### src/rtl/arb_client_pkg.sv
// Shared types and constants for the arbiter client controller.
// State encoding, the queued-job record and the wait counter width live here
// so the controller, its FIFO and any environment agree on them.
package arb_client_pkg;

    typedef enum logic [1:0] {
        IDLE   = 2'd0,
        ACTIVE = 2'd1,
        GAP    = 2'd2
    } state_t;

    // Width of the exported consecutive-wait counter.
    localparam int WAIT_W = 8;

    // Default job field widths; the controller parameters default to these.
    localparam int JOB_LEN_W  = 4;
    localparam int JOB_DATA_W = 8;

    typedef struct packed {
        logic [JOB_LEN_W-1:0]  len;
        logic [JOB_DATA_W-1:0] data;
    } job_t;

endpackage

### src/rtl/arb_client_ctrl_if.sv
// Job intake, arbiter handshake and beat output of one requester lane.
// master: the client controller. slave: the job source, arbiter and beat sink.
interface arb_client_ctrl_if #(
    parameter int LEN_W  = 4,
    parameter int DATA_W = 8
) ();

    logic                              job_valid;
    logic                              job_ready;
    logic [LEN_W-1:0]                  job_len;
    logic [DATA_W-1:0]                 job_data;
    logic                              arb_req;
    logic                              arb_gnt;
    logic                              xfer_valid;
    logic [DATA_W-1:0]                 xfer_data;
    logic                              xfer_last;
    logic                              busy;
    logic                              starve;
    logic [arb_client_pkg::WAIT_W-1:0] wait_cnt;

    modport master (
        input  job_valid, job_len, job_data, arb_gnt,
        output job_ready, arb_req, xfer_valid, xfer_data, xfer_last,
               busy, starve, wait_cnt
    );

    modport slave (
        output job_valid, job_len, job_data, arb_gnt,
        input  job_ready, arb_req, xfer_valid, xfer_data, xfer_last,
               busy, starve, wait_cnt
    );

endinterface

### src/rtl/arb_client_fifo.sv
// Synchronous job queue with count-based full/empty.
// A push while full is dropped even if a pop happens in the same cycle, so the
// producer only ever sees ready depend on the registered count.
module arb_client_fifo #(
    parameter int DEPTH = 4,
    parameter int WIDTH = 12
) (
    input  logic             clk,
    input  logic             rst_n,
    input  logic             push,
    input  logic             pop,
    input  logic [WIDTH-1:0] din,
    output logic [WIDTH-1:0] dout,
    output logic             full,
    output logic             empty
);

    localparam int AW = $clog2(DEPTH);

    logic [WIDTH-1:0] mem [DEPTH];
    logic [AW-1:0]    wr_ptr;
    logic [AW-1:0]    rd_ptr;
    logic [AW:0]      count;
    logic             do_push;
    logic             do_pop;

    assign full    = (count == (AW+1)'(DEPTH));
    assign empty   = (count == '0);
    assign do_push = push && !full;
    assign do_pop  = pop && !empty;
    assign dout    = mem[rd_ptr];

    // Pointer and occupancy bookkeeping; pointers wrap naturally (DEPTH is 2^n).
    always_ff @(posedge clk or negedge rst_n) begin
        if (!rst_n) begin
            wr_ptr <= '0;
            rd_ptr <= '0;
            count  <= '0;
        end else begin
            if (do_push) wr_ptr <= wr_ptr + 1'b1;
            if (do_pop)  rd_ptr <= rd_ptr + 1'b1;
            case ({do_push, do_pop})
                2'b10:   count <= count + 1'b1;
                2'b01:   count <= count - 1'b1;
                default: count <= count;
            endcase
        end
    end

    // Storage array; contents are don't-care until written, so no reset.
    always_ff @(posedge clk) begin
        if (do_push) mem[wr_ptr] <= din;
    end

endmodule

### src/rtl/arb_client_ctrl.sv
// Requester-side controller for the fixed-priority arbiter.
// Queues jobs, requests the bus, and emits one data beat per granted cycle.
// Grants may drop mid-burst; the beat counter simply holds until they return.
// Optional build macro ARB_CLIENT_STARVE_EN adds the wait counter and starve
// flag; without it wait_cnt and starve are tied low.
//
//   state  | meaning
//   -------+---------------------------------------------------------------
//   IDLE   | no job held; pops the FIFO head when one is queued
//   ACTIVE | request high; a beat on every cycle the grant is present
//   GAP    | one cycle with request low; swallows the arbiter's stale grant
module arb_client_ctrl
    import arb_client_pkg::*;
#(
    parameter int DEPTH      = 4,
    parameter int LEN_W      = JOB_LEN_W,
    parameter int DATA_W     = JOB_DATA_W,
    parameter int STARVE_MAX = 15
) (
    input  logic              arb_clk,
    input  logic              arb_rst_n,
    arb_client_ctrl_if.master bus
);

    // One extra bit so a full 2^LEN_W-beat job never wraps before the compare.
    localparam int CNT_W = LEN_W + 1;

    state_t              state;
    state_t              state_nxt;
    logic                arb_req_q;
    logic                req_nxt;
    logic                pop;
    logic                beat;
    logic                last;
    logic                fifo_full;
    logic                fifo_empty;
    logic [CNT_W-1:0]    beat_cnt;
    logic [LEN_W-1:0]    len_q;
    logic [DATA_W-1:0]   base_q;
    logic [LEN_W+DATA_W-1:0] head;

    arb_client_fifo #(
        .DEPTH (DEPTH),
        .WIDTH (LEN_W + DATA_W)
    ) u_fifo (
        .clk   (arb_clk),
        .rst_n (arb_rst_n),
        .push  (bus.job_valid),
        .pop   (pop),
        .din   ({bus.job_len, bus.job_data}),
        .dout  (head),
        .full  (fifo_full),
        .empty (fifo_empty)
    );

    // A grant only counts while our own registered request is up in ACTIVE.
    assign beat = (state == ACTIVE) && arb_req_q && bus.arb_gnt;
    assign last = (beat_cnt == {1'b0, len_q});

    assign bus.job_ready  = !fifo_full;
    assign bus.arb_req    = arb_req_q;
    assign bus.busy       = (state != IDLE);
    assign bus.xfer_valid = beat;
    assign bus.xfer_data  = beat ? (base_q + DATA_W'(beat_cnt)) : '0;
    assign bus.xfer_last  = beat && last;

    // Next-state, next-request and FIFO pop decisions.
    always_comb begin
        state_nxt = state;
        req_nxt   = arb_req_q;
        pop       = 1'b0;
        case (state)
            IDLE: begin
                req_nxt = 1'b0;
                if (!fifo_empty) begin
                    pop       = 1'b1;
                    req_nxt   = 1'b1;
                    state_nxt = ACTIVE;
                end
            end
            ACTIVE: begin
                req_nxt = 1'b1;
                if (beat && last) begin
                    req_nxt   = 1'b0;
                    state_nxt = GAP;
                end
            end
            GAP: begin
                req_nxt   = 1'b0;
                state_nxt = IDLE;
            end
            default: begin
                req_nxt   = 1'b0;
                state_nxt = IDLE;
            end
        endcase
    end

    // State, request and current-job registers; the job loads on the pop.
    always_ff @(posedge arb_clk or negedge arb_rst_n) begin
        if (!arb_rst_n) begin
            state     <= IDLE;
            arb_req_q <= 1'b0;
            beat_cnt  <= '0;
            len_q     <= '0;
            base_q    <= '0;
        end else begin
            state     <= state_nxt;
            arb_req_q <= req_nxt;
            if (pop) begin
                beat_cnt <= '0;
                len_q    <= head[LEN_W+DATA_W-1:DATA_W];
                base_q   <= head[DATA_W-1:0];
            end else if (beat) begin
                beat_cnt <= beat_cnt + 1'b1;
            end
        end
    end

`ifdef ARB_CLIENT_STARVE_EN
    localparam logic [WAIT_W-1:0] WAIT_SAT = WAIT_W'(STARVE_MAX);

    logic [WAIT_W-1:0] wait_q;
    logic [WAIT_W-1:0] wait_nxt;
    logic              starve_q;
    logic              starve_nxt;

    // Saturating count of ungranted ACTIVE cycles; any beat or leaving ACTIVE clears it.
    always_comb begin
        wait_nxt   = '0;
        starve_nxt = 1'b0;
        if (state == ACTIVE && !beat) begin
            wait_nxt   = (wait_q == WAIT_SAT) ? wait_q : wait_q + 1'b1;
            starve_nxt = starve_q || (wait_nxt == WAIT_SAT);
        end
    end

    // Wait counter and sticky starve flag registers.
    always_ff @(posedge arb_clk or negedge arb_rst_n) begin
        if (!arb_rst_n) begin
            wait_q   <= '0;
            starve_q <= 1'b0;
        end else begin
            wait_q   <= wait_nxt;
            starve_q <= starve_nxt;
        end
    end

    assign bus.wait_cnt = wait_q;
    assign bus.starve   = starve_q;
`else
    assign bus.wait_cnt = '0;
    assign bus.starve   = 1'b0;
`endif

endmodule

### src/flat_wrapper.sv
// flat-port wrapper written by rule: the top's interface ports become plain ports
module arb_client_ctrl_flat import arb_client_pkg::*;
#(
    parameter int DEPTH      = 4,
    parameter int LEN_W      = JOB_LEN_W,
    parameter int DATA_W     = JOB_DATA_W,
    parameter int STARVE_MAX = 15
)
  (arb_clk, arb_rst_n, bus_job_valid, bus_job_len, bus_job_data, bus_arb_gnt, bus_job_ready, bus_arb_req, bus_xfer_valid, bus_xfer_data, bus_xfer_last, bus_busy, bus_starve, bus_wait_cnt);
  arb_client_ctrl_if #(.LEN_W(LEN_W), .DATA_W(DATA_W)) bus_i ();
  input  logic arb_clk;
  input  logic arb_rst_n;
  input wire logic [$bits(bus_i.job_valid)-1:0] bus_job_valid;
  input wire logic [$bits(bus_i.job_len)-1:0] bus_job_len;
  input wire logic [$bits(bus_i.job_data)-1:0] bus_job_data;
  input wire logic [$bits(bus_i.arb_gnt)-1:0] bus_arb_gnt;
  output wire logic [$bits(bus_i.job_ready)-1:0] bus_job_ready;
  output wire logic [$bits(bus_i.arb_req)-1:0] bus_arb_req;
  output wire logic [$bits(bus_i.xfer_valid)-1:0] bus_xfer_valid;
  output wire logic [$bits(bus_i.xfer_data)-1:0] bus_xfer_data;
  output wire logic [$bits(bus_i.xfer_last)-1:0] bus_xfer_last;
  output wire logic [$bits(bus_i.busy)-1:0] bus_busy;
  output wire logic [$bits(bus_i.starve)-1:0] bus_starve;
  output wire logic [$bits(bus_i.wait_cnt)-1:0] bus_wait_cnt;
  assign bus_i.job_valid = bus_job_valid;
  assign bus_i.job_len = bus_job_len;
  assign bus_i.job_data = bus_job_data;
  assign bus_i.arb_gnt = bus_arb_gnt;
  assign bus_job_ready = bus_i.job_ready;
  assign bus_arb_req = bus_i.arb_req;
  assign bus_xfer_valid = bus_i.xfer_valid;
  assign bus_xfer_data = bus_i.xfer_data;
  assign bus_xfer_last = bus_i.xfer_last;
  assign bus_busy = bus_i.busy;
  assign bus_starve = bus_i.starve;
  assign bus_wait_cnt = bus_i.wait_cnt;
  arb_client_ctrl #(.DEPTH(DEPTH), .LEN_W(LEN_W), .DATA_W(DATA_W), .STARVE_MAX(STARVE_MAX)) u_core (.arb_clk(arb_clk), .arb_rst_n(arb_rst_n), .bus(bus_i));
endmodule
### config.mk
export PLATFORM = sky130hd
export DESIGN_NAME = arb_client_ctrl_flat
export DESIGN_NICKNAME = d
export VERILOG_FILES = /design/src/rtl/arb_client_pkg.sv /design/src/rtl/arb_client_ctrl_if.sv /design/src/rtl/arb_client_fifo.sv /design/src/rtl/arb_client_ctrl.sv /design/src/flat_wrapper.sv
export SDC_FILE = /design/constraint.sdc
export NUM_CORES = 1
export LEC_CHECK = 0
export ABC_AREA = 1
export ABC_CLOCK_PERIOD_IN_PS = 6030
export CORE_UTILIZATION = 55
export CTS_BUF_LIST = sky130_fd_sc_hd__clkbuf_16
export DETAILED_ROUTE_END_ITERATION = 7
export PLACE_DENSITY = 0.88
export SYNTH_ARGS = -nofsm -noshare
export SYNTH_HDL_FRONTEND = slang
export SYNTH_HIERARCHICAL = 1
export SYNTH_SLANG_ARGS = --single-unit
export TNS_END_PERCENT = 10
### constraint.sdc
create_clock -name arb_clk -period 6.03 [get_ports arb_clk]
set_clock_uncertainty 0.2 [all_clocks]
set_input_delay 0.9045 -clock arb_clk [delete_from_list [all_inputs] [get_ports arb_clk]]
set_output_delay 0.9045 -clock arb_clk [all_outputs]
set_load 0.01 [all_outputs]
==> results by group <==
Outcome
  • Status: complete, but fails checks
  • Failing checks: design-rule violations

Place
  • DP Area: about 4000 µm²
  • Post-DP HPWL: 4190 µm
  • Port Buf Inserts: 28
  • Placer Congestion: 0.788
  • DP Cell Count: 472
  • Dpl ws: 2.45 ns

Clock network
  • CTS Buf Count: 9
  • Post-CTS resize count: 0
  • Htree depth: 3
  • Sink Count: 75
  • Post-CTS Hold Buffers: 0
  • Clk root buf: clkbuf_16
  • CTS tree: built
  • Worst skew pair latency: 0.33 ns
  • Worst-path clk slew: 0.06 ns
  • CTS max path bufs: 2
  • Setup bufs post-CTS: 0

Synthesis
  • Yosys reg bits: 75
  • Most used DFF post-synth: edfxtp_1
  • Sequential-to-total area share from yosys stat: 56.9%
  • Number of enable flip-flop cells after synthesis: 48
  • Post-Synthesis Cells: 377
  • Avg Inst Size Synth: 9.86 µm²
  • Yosys cell types: 30
  • Synth async-reset ratio: 36.0%
  • Ys Warns: 6
  • Synth Cell Area: 3720 µm²

Min path
  • Hold depth: 2
  • Worst hold path class: register to register

Critical path
  • Crit path from: bus_arb_gnt
  • Crit path DAT: 2.48 ns
  • WP data required: 4.93 ns
  • Most used cell, CP: clkdlybuf4s50_1
  • Reg2reg end: u_core/u_fifo/count[2]
  • WP buf/inv: 3
  • Crit Path Class: input pin to output pin
  • Slowest CP cell: clkdlybuf4s50_1
  • Max stage delay on crit path: 0.54 ns
  • R2R depth: 15
  • CP Max Fanout: 11
  • R2r setup slk: between 3 and 4 ns
  • Stages on worst setup path: 6
  • Worst R2R Start: u_core/u_fifo/count[0]
  • Crit path capture: bus_xfer_data[5]
  • CP startpoint kind: input pin
  • Cell-by-cell trace of the critical path: clkdlybuf4s50_1 -> nand3_4 -> inv_2 -> nand2_1 -> nor2_1 -> clkdlybuf4s50_1
  • Crit end category: output pin
  • Worst path top cell family by delay: buffers and inverters

Timing
  • Final count of hold timing violations: 0
  • Max-slew headroom: 20.6%
  • Worst hold slack: 0.292 ns
  • Period utilization: 59.4%
  • PnR worst setup slack: roughly 2.4 ns
  • Minimum clock period: 3.58 ns
  • Worst-Margin Slew: ~1.2 ns
  • Total negative slack: 0 ns
  • Slew Limit Fails: 0
  • Final setup fails: 0
  • RSZ-0062 raised after global routing: no
  • Fmax: 279 MHz

Floorplanning
  • Die H: approximately 84 µm
  • DIE WIDTH: approximately 84 µm
  • Core area: 6420 µm²
  • Starting Density: between 50% and 60%
  • FP Rows: 29
  • Die area: 7090 µm²
  • Total I/O pin count: 38

Drt
  • DRC Markers: 6
  • Wirelength per Cell: roughly 14 µm
  • Starting DRT DRC Count: 139
  • Vias: 2,523
  • Drt first pass iters: 7
  • Drt via density: 5.17
  • Post-route ant nets: 0
  • Final WL: ~6700 µm

Global routing
  • Largest net degree at the start of global routing: 50
  • First-pass GRT wire length: 11,100 µm
  • Grt total ovfl: 0
  • Vias in the first global route: ~2,500
  • GR Util All Layers: between 20% and 30%
  • Initial antenna violation count: 0

Pwr
  • Pwr/cell area: 498 nW/µm²
  • Worst VDD drop: just over 0.2 mV
  • P_leak: 2.02 nW
  • Final Total Pwr: 2.16 mW

Finish
  • FF/Latch Area: 2120 µm²
  • Multi-input combinational cell area: 1240 µm²
  • Post-Route Utilization: between 60% and 70%
  • Commonest non-fill, non-tap cell in the layout: nand2_1
  • Most frequent cells in the layout: nand2_1, inv_1, edfxtp_1
  • Nets@finish: 435
  • # diodes: 0
  • Synth-to-layout area growth: 16.4%
  • Final Instance Area: 4330 µm²
  • Ratio of cells with drive above 1 in the final layout: 10.5%
  • Filler cells: 443
  • Fin cells: 488

Run
  • Max-cap violations: 0
## synth_stat cells (6+ instances only)
library cell  count  area [µm²]
nand2_1         112         420
inv_1            58         218
edfxtp_1         48        1440
dfrtp_1          27         676
nand3_1          18        90.1
nor2_1           17        63.8
o211ai_1         15         113
ha_1             11         138
buf_4            10        75.1
o211ai_2          9         113
inv_2             8        30.0
o21ai_0           6        30.0
## cells by family (layout without fill, tap and decap cells)
family | count (synthesis) | after routing | share of synthesized area, %
adder cells (fa/ha/maj) | 13 | 13 | 4.78
AO/OA/AOI/OAI | 42 | 42 | 8.95
AND/OR/NAND/NOR | 158 | 158 | 18.0
buffers and inverters | 85 | 111 | 10.6
other | 1 | 9 | 0.101
XOR/XNOR | 3 | 3 | 0.707
flip-flops | 75 | 75 | 56.9
## per-layer routing
metal / track usage (%) / wire (µm) / vias to the layer above
li1: - / - / 1271
met1: 23.7 / 2880 / 1187
met2: 36.7 / 3490 / 61
met3: 3.64 / 250 / 4
met4: 10.7 / 63 / 0
met5: 0 / 0 / -
## state kept, by name, summed over array words and instances, names as in the netlist, 2 cells and up
register	cells
u_core/base_q	8
u_core/u_fifo/count	3
u_core/u_fifo/rd_ptr	2
u_core/u_fifo/wr_ptr	2
u_core/u_fifo/mem	48
u_core/len_q	4
u_core/state	2
u_core/beat_cnt	5
## where the power goes
group	total (mW)	internal [mW]	switching, mW	leakage, nW
Combinational	0.749	0.272	0.477	1.08
Sequential	0.801	0.701	0.0994	0.775
Clock	0.606	0.404	0.202	0.171
## area by class of cell
type,count,area share [%]
sequential,75,48.9
clock buffer,9,5.20
clock inverter,7,2.69
tap,77,2.23
inverter,66,5.72
multi-input combinational,225,28.6
timing repair buffer,29,6.65
## worst register-to-register path, delay by kind of cell (launching register included)
family,cells,cell delay [ns]
buffers and inverters,6,0.59
DFF,1,0.38
adders and majority gates,2,0.53
and+or+nand+nor,7,0.70
## how the worst min path moves through the flow
stage,startpoint,to,slack (ns)
after floorplan,u_core/base_q[2],u_core/base_q[2],0.25
after global placement,u_core/base_q[4],u_core/base_q[4],0.27
after detailed placement,u_core/base_q[2],u_core/base_q[2],0.28
after CTS,u_core/base_q[2],u_core/base_q[2],0.29
after global routing,u_core/base_q[2],u_core/base_q[2],0.32
final,u_core/base_q[2],u_core/base_q[2],0.29
No activity file was read; power rests on OpenSTA's default activity.
